**src/rtl/debug_input_conditioner_pkg.sv**
```systemverilog
// Shared types, default timing and counter sizing for the debugger input conditioner.
package debug_input_conditioner_pkg;

    typedef logic [1:0] key_state_t;

    localparam key_state_t KEY_IDLE         = 2'd0;
    localparam key_state_t KEY_PRESS_WAIT   = 2'd1;
    localparam key_state_t KEY_HELD         = 2'd2;
    localparam key_state_t KEY_RELEASE_WAIT = 2'd3;

    localparam int unsigned DEF_DEBOUNCE_CYCLES = 500000;
    localparam int unsigned DEF_REPEAT_DELAY    = 25000000;
    localparam int unsigned DEF_REPEAT_PERIOD   = 5000000;
    localparam int unsigned DEF_SW_WIDTH        = 10;

    function automatic int unsigned max3(input int unsigned a, input int unsigned b,
                                         input int unsigned c);
        int unsigned m;
        m = (a > b) ? a : b;
        return (m > c) ? m : c;
    endfunction

    function automatic int unsigned cnt_width(input int unsigned max_val);
        return $clog2(max_val) + 1;
    endfunction

endpackage

```
**src/rtl/debug_input_conditioner_key_debouncer.sv**
```systemverilog
// Synchronizes and debounces one active-low key; emits one-cycle press/release events.
module key_debouncer
    import debug_input_conditioner_pkg::*;
#(
    parameter int unsigned DEBOUNCE_CYCLES = DEF_DEBOUNCE_CYCLES,
    parameter int unsigned CNT_W           = cnt_width(DEF_REPEAT_DELAY)
) (
    input  logic       clk,
    input  logic       rst_n,
    input  logic       key_n,
    output key_state_t state,
    output logic       held,
    output logic       press_evt,
    output logic       release_evt
);

    localparam logic [CNT_W-1:0] DB_LAST = CNT_W'(DEBOUNCE_CYCLES - 1);

    logic             key_meta;
    logic             key_sync;
    logic [CNT_W-1:0] cnt;

    // The counter never passes DB_LAST: both wait states leave on reaching it.
    always_ff @(posedge clk or negedge rst_n) begin
        if (!rst_n) begin
            key_meta <= 1'b1;
            key_sync <= 1'b1;
            state    <= KEY_IDLE;
            cnt      <= '0;
        end else begin
            key_meta <= key_n;
            key_sync <= key_meta;
            case (state)
                KEY_IDLE: begin
                    if (!key_sync) begin
                        state <= KEY_PRESS_WAIT;
                        cnt   <= '0;
                    end
                end
                KEY_PRESS_WAIT: begin
                    if (key_sync)            state <= KEY_IDLE;
                    else if (cnt == DB_LAST) state <= KEY_HELD;
                    else                     cnt   <= cnt + 1'b1;
                end
                KEY_HELD: begin
                    if (key_sync) begin
                        state <= KEY_RELEASE_WAIT;
                        cnt   <= '0;
                    end
                end
                KEY_RELEASE_WAIT: begin
                    if (!key_sync)           state <= KEY_HELD;
                    else if (cnt == DB_LAST) state <= KEY_IDLE;
                    else                     cnt   <= cnt + 1'b1;
                end
                default: state <= KEY_IDLE;
            endcase
        end
    end

    always_comb begin
        press_evt   = (state == KEY_PRESS_WAIT) && !key_sync && (cnt == DB_LAST);
        release_evt = (state == KEY_RELEASE_WAIT) && key_sync && (cnt == DB_LAST);
        held        = (state == KEY_HELD) || (state == KEY_RELEASE_WAIT);
    end

endmodule

```
**src/rtl/debug_input_conditioner.sv**
```systemverilog
// Debugger front end: debounced switch bus, step pulses with auto-repeat, run/step mode.
module debug_input_conditioner
    import debug_input_conditioner_pkg::*;
#(
    parameter int unsigned DEBOUNCE_CYCLES = DEF_DEBOUNCE_CYCLES,
    parameter int unsigned REPEAT_DELAY    = DEF_REPEAT_DELAY,
    parameter int unsigned REPEAT_PERIOD   = DEF_REPEAT_PERIOD,
    parameter int unsigned SW_WIDTH        = DEF_SW_WIDTH
) (
    input  logic                Clk,
    input  logic                Rst,
    input  logic [SW_WIDTH-1:0] swRaw,
    input  logic                keyStepN,
    input  logic                keyRunN,
    output logic [SW_WIDTH-1:0] switches,
    output logic                stepPulse,
    output logic                runMode,
    output logic                stepHeld
);

    localparam int unsigned      CNT_W      = cnt_width(max3(DEBOUNCE_CYCLES, REPEAT_DELAY,
                                                             REPEAT_PERIOD));
    localparam logic [CNT_W-1:0] DB_LAST    = CNT_W'(DEBOUNCE_CYCLES - 1);
    localparam logic [CNT_W-1:0] REP_LAST   = CNT_W'(REPEAT_DELAY - 1);
    localparam logic [CNT_W-1:0] REP_RELOAD = CNT_W'(REPEAT_DELAY - REPEAT_PERIOD);

    logic [SW_WIDTH-1:0] sw_meta;
    logic [SW_WIDTH-1:0] sw_sync;
    logic [SW_WIDTH-1:0] sw_cand;
    logic [CNT_W-1:0]    sw_cnt;
    logic [CNT_W-1:0]    rep_cnt;
    logic                rep_fire;

    key_state_t step_state;
    logic       step_press;
    logic       run_press;
    logic       unused_step_release;
    key_state_t unused_run_state;
    logic       unused_run_held;
    logic       unused_run_release;

    key_debouncer #(.DEBOUNCE_CYCLES(DEBOUNCE_CYCLES), .CNT_W(CNT_W)) u_step_key (
        .clk         (Clk),
        .rst_n       (Rst),
        .key_n       (keyStepN),
        .state       (step_state),
        .held        (stepHeld),
        .press_evt   (step_press),
        .release_evt (unused_step_release)
    );

    key_debouncer #(.DEBOUNCE_CYCLES(DEBOUNCE_CYCLES), .CNT_W(CNT_W)) u_run_key (
        .clk         (Clk),
        .rst_n       (Rst),
        .key_n       (keyRunN),
        .state       (unused_run_state),
        .held        (unused_run_held),
        .press_evt   (run_press),
        .release_evt (unused_run_release)
    );

    // One window for the whole bus so a multi-bit change is committed atomically.
    always_ff @(posedge Clk or negedge Rst) begin
        if (!Rst) begin
            sw_meta  <= '0;
            sw_sync  <= '0;
            sw_cand  <= '0;
            sw_cnt   <= '0;
            switches <= '0;
        end else begin
            sw_meta <= swRaw;
            sw_sync <= sw_meta;
            if (sw_sync != sw_cand) begin
                sw_cand <= sw_sync;
                sw_cnt  <= '0;
            end else if (sw_cnt != DB_LAST) begin
                sw_cnt <= sw_cnt + 1'b1;
            end
            if ((sw_cnt == DB_LAST) && (sw_cand != switches))
                switches <= sw_cand;
        end
    end

    assign rep_fire = (step_state == KEY_HELD) && (rep_cnt == REP_LAST);

    // Reloading to DELAY-PERIOD after each repeat yields the period spacing without a second counter.
    always_ff @(posedge Clk or negedge Rst) begin
        if (!Rst) begin
            rep_cnt   <= '0;
            stepPulse <= 1'b0;
            runMode   <= 1'b0;
        end else begin
            case (step_state)
                KEY_HELD:         rep_cnt <= rep_fire ? REP_RELOAD : rep_cnt + 1'b1;
                KEY_RELEASE_WAIT: rep_cnt <= rep_cnt;
                default:          rep_cnt <= '0;
            endcase
            stepPulse <= (step_press || rep_fire) && !runMode;
            runMode   <= runMode ^ run_press;
        end
    end

endmodule

```
**config.mk**
```make
export PLATFORM = sky130hd
export DESIGN_NAME = debug_input_conditioner
export DESIGN_NICKNAME = d
export VERILOG_FILES = /design/src/rtl/debug_input_conditioner_pkg.sv /design/src/rtl/debug_input_conditioner_key_debouncer.sv /design/src/rtl/debug_input_conditioner.sv
export SDC_FILE = /design/constraint.sdc
export NUM_CORES = 1
export LEC_CHECK = 0
export ABC_AREA = 1
export CORE_MARGIN = 2
export CORE_UTILIZATION = 55
export CTS_CLUSTER_DIAMETER = 50
export DETAILED_ROUTE_END_ITERATION = 8
export GPL_ROUTABILITY_DRIVEN = 0
export PLACE_DENSITY_LB_ADDON = 0.25
export SLEW_MARGIN = 20
export SYNTH_ARGS = -nofsm -noshare
export SYNTH_HDL_FRONTEND = slang
export SYNTH_SLANG_ARGS = --single-unit
```
**constraint.sdc**
```tcl
create_clock -name Clk -period 1.48 [get_ports Clk]
set_input_delay 0.148 -clock Clk [delete_from_list [all_inputs] [get_ports Clk]]
set_output_delay 0.148 -clock Clk [all_outputs]
set_load 0.02 [all_outputs]
```
Yosys cells after proc, flatten, opt, wreduce, memory -nomap -nowiden
Index checks and enable logic that the tools add are counted.

Bits in registers: 154. Output and inout bits: 13. Input port bits: 14.

Reduce and logical (&&, ||, !) cells: 19. Multiplexer cells: 30. Add/subtract/negate cells: 4. Bitwise gates (word level): 1. Equality and inequality tests: 25.

Operators by type and width (count): 26-bit two-way mux (13); 26-bit one-hot mux with 4 select lines (2); 26-bit by 1-bit adder with 26-bit output, second input constant (4); 26-bit by 19-bit equality test with 1-bit output, second input constant (3); 26-bit one-hot mux with 2 select lines (1); 26-bit by 25-bit equality test with 1-bit output, second input constant (1); 26-bit by 19-bit != test with 1-bit output, second input constant (1); 2-bit two-way mux (12); 10-bit != test (2); 2-bit one-hot mux with 4 select lines (2); 4-bit AND reduction (4); 2-bit equality test, second input constant (4); 2-bit by 1-bit != test with 1-bit output, second input constant (4); 2-bit != test, second input constant (4); 1-bit logical AND (7); 3-bit by 1-bit != test with 1-bit output, second input constant (2); 3-bit != test, second input constant (2); 2-bit by 1-bit equality test with 1-bit output, second input constant (2); 2-bit logical NOT (2); 1-bit logical NOT (3); 1-bit logical OR (2); 2-bit nonzero test (1); 1-bit XOR (1).

Longest topological paths before layout
Gate-level depths: netlist of run 1.

Word-level depth: 5. Mapped depth: 11.

Modules after synthesis
Synthesis of run 1 repeated with hierarchy kept, for this count alone.

Cells, all modules: 1286. Area total of the unflattened synthesis: 9205.1 um^2.

By module, submodules not included: debug_input_conditioner (area an instance 5126.2 um^2, cells each 676, instances 1, sequential area each 2352.3 um^2); key_debouncer (area an instance 2039.5 um^2, cells each 305, instances 2, sequential area each 753.2 um^2).

Least setup slack after synthesis of run 1
Ideal clock, no wire load.

Kind: register -> register. Start: register u_run_key.cnt[0]. End: register u_run_key.cnt[22]. Library setup time: 0.126 ns. Cell stages (with the launch flop): 10. Path buffers: 1. Path slack: -0.166 ns. Arrival: 1.520 ns. Required time: 1.354 ns. Cell sequence: dfrtp_1 -> ha_1 -> inv_1 -> nor2_4 -> nand4_1 -> nor2_1 -> nand2_1 -> nand2_4 -> buf_6 -> o21ai_0.

Longest elaborated chain between the ends: 4.

Ends and longest elaborated chain: start: declaration (RTL line debug_input_conditioner_key_debouncer.sv:21) `logic [CNT_W-1:0] cnt;`; start signal: assignment (RTL line debug_input_conditioner_key_debouncer.sv:43) `else cnt <= cnt + 1'b1;`; start signal: assignment (RTL line debug_input_conditioner_key_debouncer.sv:54) `else cnt <= cnt + 1'b1;`; 26-bit by 1-bit adder with 26-bit output / 26-bit by 19-bit equality test with 1-bit output (equally long branches); 26-bit two-way mux (*) (RTL line debug_input_conditioner_key_debouncer.sv:42, debug_input_conditioner_key_debouncer.sv:53); 26-bit two-way mux, on equally long branches (RTL line debug_input_conditioner_key_debouncer.sv:52, debug_input_conditioner_key_debouncer.sv:41); 26-bit one-hot mux with 4 select lines (*) (RTL line debug_input_conditioner_key_debouncer.sv:33) `case (state)`.

Every way passes the cells marked *; elsewhere a longest branch is shown, timed or not. The select of a mux whose other input is x is not followed. A chain may end at the register's enable or synchronous reset.

Final worst setup path of run 1
Start: register u_run_key.cnt[11]. End: register u_run_key.cnt[13].

The elaborated chain is that of the path after synthesis.

==> flow_metrics.tcl, run 1 <==
set metrics [dict create \
    status "complete, but fails checks" \
    violations "negative setup slack" \
    grt_pass1_vias 8746 \
    initial_core_util_pct 56.62 \
    hold_violations 0 \
    clkLatencyLatePin_ps 440 \
    drive_above_1_share_pct 35.87 \
    synth_area_leaders "dfrtp_1 42%, nand2_1 15%, nor2_1 8.8%" \
    worst_slew_pin_slew_ps 479.6 \
    ys_async_sr_fraction_pct 100.0 \
    ir_drop_mv 0.7347 \
    synth_commonest_cells "371 x nand2_1, 212 x nor2_1, 150 x dfrtp_1, 131 x inv_1, 115 x nand3_1" \
    rows 46 \
    post-route-cell-area_sq_um 12760 \
    wl_per_cell_um 18.03 \
    numPlacedInstances 1622 \
    dieArea_sq_um 17450 \
    cts_buffers 17 \
    ios 27 \
    fp.dieH_um 132.1 \
    vias_per_cell 5.890 \
    crit_type "flop to flop" \
    worstPathCellList "inv_2, nand2_1, nor3_2, nand2_1, nor2_2, nand2_2, nand2_8, buf_12, nand2_1, o21ai_2" \
    synth.cell_area_sq_um 9027 \
    min_to "u_step_key.key_meta" \
    drt_wl_total_um 30940 \
    critPathRequiredTime_ps 1840 \
    drcViolationCount 0 \
    final-setup-viol-count 109 \
    cts.sinks 154 \
    fin_crit_sh_pct 118.1 \
    cp_max_fo 8 \
    drtAntennaViolNets 0 \
    syn_to_final_growth_pct 41.36 \
    period_needed_ps 1748 \
    max_freq_mhz 572.0 \
    ys.flop_type "dfrtp_1" \
    rsz0062_at_grt "true" \
    first_pass_iters 8 \
    dp_hpwl_um 16710 \
    synth_most_common_cell "nand2_1" \
    r2r_setup_slack_ps -270 \
    cap_violations 0 \
    powerDensity_nw_per_um2 712.3 \
    worstSetupStartpointType "flop" \
    num_vias 10110 \
    synth-seq-area-share_pct 42.74 \
    clockBufferDepth 2 \
    yosysUniqueCellTypes 38 \
    antenna_found_initial 0 \
    syn_area_per_cell_sq_um 7.119 \
    skew_ps 9.934 \
    cts_tree "built" \
    drtIter0Drc 1126 \
    holdPathStages 1 \
    final_nets 1505 \
    r2r-end "u_run_key.cnt[13]" \
    slew_viol_final 0 \
    pre_cts_slack_ps -175.3 \
    synth_top_area_share_pct 41.58 \
    grt_start_max_net_pins 41 \
    die_x_um 132.1 \
    cpPeakStageDelay_ps 430 \
    clk_pin_slew_ps 60 \
    grt_use_total_pct 28.40 \
    instances_no_fill 1716 \
    layout_setup_ws_ps -268.3 \
    worstSetupEndpointType "flop" \
    crit_top_cell "nand2_1" \
    hp-start "keyStepN" \
    crit_arrival_ps 2110 \
    h-tree-depth 4 \
    fin_hold_ws_ps 109.5 \
    crit_slowest_cell "dfrtp_1" \
    yosysTopAreaCell "dfrtp_1" \
    synth_nets 1286 \
    grt_pass1_wl_um 40470 \
    portBuffers 26 \
    diodes 0 \
    hold_path_class "primary input to flop" \
    ys.warnings.count 0 \
    synth-edff-count 0 \
    coreArea_sq_um 15940 \
    grt_overflow 0 \
    clockRootBuffer "clkbuf_16" \
    synth.ff_latch_count 154 \
    place_area_sq_um 10550 \
    p_leak_nw 5.658 \
    relSlewSlack_pct 67.80 \
    r2r_start "u_run_key.cnt[11]" \
    worstRegToRegCells 10 \
    synthCells 1268 \
]
==> placed cells by master (no fill, tap or decap), types with 7 or more instances in the layout <==
cell type / count
nand2_1: 307
buf_12: 10
o21ai_0: 13
dfrtp_1: 131
xor2_1: 25
clkbuf_16: 22
nand4_1: 37
nor2_2: 51
dlygate4sd2_1: 12
nor2_4: 22
nand3_1: 94
nor2_1: 148
inv_2: 14
o21ai_2: 36
inv_1: 112
clkinvlp_4: 7
nor3_1: 14
buf_4: 162
nand2_4: 21
nand2_2: 63
buf_6: 27
nand3_2: 16
nor3_2: 18
clkdlybuf4s50_1: 12
dfrtp_2: 19
o21ai_1: 19
==> logic make-up (layout without fill, tap and decap cells) <==
family / Yosys count / in the layout / share of synthesized area (%)
DFF: 154 / 154 / 42.74
and+or+nand+nor: 812 / 813 / 38.70
xor gates and xnor gates: 37 / 37 / 3.590
buffers and inverters: 168 / 399 / 8.205
adders and majority gates: 4 / 4 / 0.5544
AOI/OAI and AO/OA: 93 / 93 / 6.209
==> power by group <==
part           total (mW)  internal (mW)  leakage, nW  switching (mW)
combinational       0.620          0.265         3.38           0.355
sequential           4.36           4.29         2.03          0.0752
clock                4.11           2.20        0.249            1.91
==> per-layer routing <==
layer  vias to the layer above  share of wire (%)  global-route usage [%]
met2                       654                 49                   47.16
met4                         0                6.9                   13.22
met3                       227                7.3                   5.536
li1                       4483                  -                       -
met1                      4744                 37                   35.92
met5                         -                  0                       0
==> worst max path at each step <==
stage                                     to  slack, ps  depth (start not counted)               from
after floorplan           u_step_key.cnt[21]       -100                         10  u_step_key.cnt[1]
after CTS                  u_step_key.cnt[8]       -110                         10  u_step_key.cnt[0]
final                      u_run_key.cnt[13]       -270                         10  u_run_key.cnt[11]
after global placement            rep_cnt[0]       -140                          6         rep_cnt[0]
after global routing       u_run_key.cnt[13]       -370                          9  u_run_key.cnt[13]
after detailed placement          rep_cnt[5]       -180                          6         rep_cnt[1]
==> layout make-up <==
class                           instances  area (sq um)
Clock inverter                         12         91.34
Timing Repair Buffer                  231          2101
Inverter                              135         530.5
Timing Repair inverter                  1         7.507
Fill cell                             919          3182
Clock buffer                           20         446.7
Sequential cell                       154          3882
Multi-Input combinational cell        947          5431
Tap cell                              216         270.3
==> what timing repair did <==
action                                 CTS  global route
resized for setup                       87           277
endpoints found under the hold margin  114             0
setup endpoints to repair               98           116
setup buffers                           13            40
pin swaps                               39           116
cloned                                   4             7
hold buffers                             1             0
==> critical path, delay by kind of cell (launching register included) <==
kind / cells / cell delay, ps
buffers and inverters: 2 / 230
AO/OA/AOI/OAI: 1 / 100
AND/OR/NAND/NOR: 7 / 890
flip-flops: 1 / 430
==> sequential cells by signal, summed over array words and instances (netlist names), 10 cells and up, named ones only <==
signal / flops
rep_cnt: 26
sw_cand: 10
sw_cnt: 26
sw_meta: 10
sw_sync: 10
switches: 10
u_run_key.cnt: 26
u_step_key.cnt: 26
==> through the flow <==
stage | power, mW | setup TNS (ps) | utilization (%)
2_1_floorplan | 4.645 | -2503 | -
3_3_place_gp | 4.858 | -2040 | 66.16
3_5_place_dp | 4.873 | -4247 | 66.16
4_1_cts | 8.908 | -2196 | 71.56
5_1_grt | 9.304 | -21900 | 80.04
6_report | 9.089 | -13250 | 80.04
Power figures use the tool's default switching activity.
==> run 2: changes to the inputs <==
--- a/config.mk
+++ b/config.mk
@@ -10,9 +10,8 @@
 export CORE_UTILIZATION = 55
 export CTS_CLUSTER_DIAMETER = 50
 export DETAILED_ROUTE_END_ITERATION = 8
-export GPL_ROUTABILITY_DRIVEN = 0
-export PLACE_DENSITY_LB_ADDON = 0.25
-export SLEW_MARGIN = 20
+export PLACE_DENSITY = 0.75
+export SLEW_MARGIN = 25
 export SYNTH_ARGS = -nofsm -noshare
 export SYNTH_HDL_FRONTEND = slang
 export SYNTH_SLANG_ARGS = --single-unit
==> flow_metrics.tcl, run 2 (synthesis results as in run 1) <==
set metrics [dict create \
    first_pass_iters 6 \
    fin_crit_sh_pct 112.9 \
    fp.dieH_um 132.1 \
    final_cell_mix "309 x nand2_1, 172 x buf_4, 156 x nor2_1" \
    layout_setup_ws_ps -191.4 \
    grt_start_max_net_pins 46 \
    place.gp.congestion 0.9422 \
    portBuffers 26 \
    final-setup-viol-count 94 \
    finalSetupTns_ps -8097 \
    rows 46 \
    post-route-cell-area_sq_um 12660 \
    worstSetupStartpointType "flop" \
    violations "negative setup slack" \
    h-tree-depth 4 \
    crit_slowest_cell "dfrtp_1" \
    syn_to_final_growth_pct 40.19 \
    rsz0062_at_grt "true" \
    p_sw_share_pct 26.01 \
    wl_per_cell_um 16.91 \
    antenna_found_initial 0 \
    hold_path_class "primary input to flop" \
    grt_use_total_pct 28.72 \
    power_frac_comb_pct 6.8 \
    drive_above_1_share_pct 34.00 \
    cts.sinks 154 \
    drcViolationCount 0 \
    skew_ps 12.59 \
    grt_overflow 0 \
    drt_wl_total_um 29020 \
    fin_util_pct 79.38 \
    ff_latch_area_sq_um 3876 \
    period_needed_ps 1671 \
    cap_violations 0 \
    max_freq_mhz 598.3 \
    status "complete, but fails checks" \
    clockBufferDepth 2 \
    critPathRequiredTime_ps 1830 \
    dp_hpwl_um 17200 \
    crit_type "flop to flop" \
    p_int_mw 6.992 \
    powerDensity_nw_per_um2 746.7 \
    final_nets 1505 \
    clockRootBuffer "clkbuf_16" \
    cts_buffers 17 \
    hold_violations 0 \
    cts_tree "built" \
    cp_max_fo 6 \
    cpPeakStageDelay_ps 500 \
    die_x_um 132.1 \
    ios 27 \
    worstPathCellList "nand2_1, nor2_2, buf_4, nand3_1, nand2_1, nand3_1, o21ai_2" \
    dieArea_sq_um 17450 \
    clk_pin_slew_ps 70 \
    clkLatencyLatePin_ps 440 \
    worst_slew_pin_slew_ps 521.4 \
    initial_core_util_pct 56.62 \
    place_area_sq_um 10680 \
    instances_no_fill 1716 \
    drtAntennaViolNets 0 \
    relSlewSlack_pct 65.07 \
    numPlacedInstances 1641 \
    p_leak_nw 5.739 \
    crit_arrival_ps 2020 \
    power_switching_mw 2.458 \
    worstSetupEndpointType "flop" \
    ir_drop_mv 0.8519 \
    grt_pass1_vias 8830 \
    clockPowerShare_pct 47.2 \
    num_vias 9663 \
    nFillCells 1017 \
    drtIter0Drc 1038 \
    slew_viol_final 0 \
    grt_pass1_wl_um 41060 \
    seq_power_share_pct 46.1 \
    coreArea_sq_um 15940 \
    layout_commonest_cell "nand2_1" \
    vias_per_cell 5.631 \
    diodes 0 \
    multi_input_area_sq_um 5293 \
]
## run 2: power groups by stage
| stage | Clock [mW] | Combinational (mW) | Sequential, mW |
|---|---|---|---|
| final | 4.46 | 0.638 | 4.36 |
| after global routing | 4.64 | 0.685 | 4.36 |
| after detailed placement | 0 | 0.455 | 4.42 |
| after global placement | 0 | 0.446 | 4.42 |
| after CTS | 4.46 | 0.513 | 4.35 |
| after floorplan | 0 | 0.227 | 4.42 |
## run 2: per-stage QoR
step / power, mW / hold WS (ps) / setup WS (ps)
after floorplan: 4.645 / -147.6 / -103.4
after global placement: 4.865 / 49.30 / -86.53
after detailed placement: 4.879 / 49.21 / -184.7
after CTS: 9.323 / 111.1 / -78.07
after global routing: 9.684 / 116.7 / -287.2
final: 9.451 / 120.7 / -191.4
## run 2: final cells by class
cell class	instances	area share, %
Clock buffer	18	3.470
Clock inverter	14	1.186
Inverter	135	4.182
Multi-Input combinational cell	948	41.82
Sequential cell	154	30.63
Tap cell	216	2.135
Timing Repair Buffer	231	16.58
## run 2: routing by layer
metal  GRT usage, %  share of wire, %
met5              0                 0
met4          9.118               3.7
met3          4.306               6.2
met2          50.69                50
met1          36.33                40
## run 2: path summary, 6_finish.rpt
kind	end	depth (start not counted)	start	slack, ps
max	u_run_key.cnt[13]	7	u_run_key.cnt[5]	-190
min	u_run_key.key_meta	1	keyRunN	120
max reg2reg	u_run_key.cnt[13]	7	u_run_key.cnt[5]	-190
min reg2reg	u_run_key.key_sync	0	u_run_key.key_meta	350
max in group asynchronous	rep_cnt[17]	3	Rst	710
min in group asynchronous	sw_sync[1]	2	Rst	180
## run 2: repair_timing
action | in CTS | in global routing
endpoints found under the setup margin | 101 | 117
hold endpoints to repair | 150 | 0
buffers inserted | 6 | 24
gates cloned | 4 | 9
pin swaps | 31 | 75
hold buffers | 1 | 0
gates resized for setup | 78 | 231
## run 2: worst max-delay path, delay by kind of cell, from the launching register on
kind / cells / cell delay [ps]
buffers and inverters: 1 / 180
flip-flops: 1 / 500
AND/OR/NAND/NOR: 5 / 720
AO/OA/AOI/OAI: 1 / 190
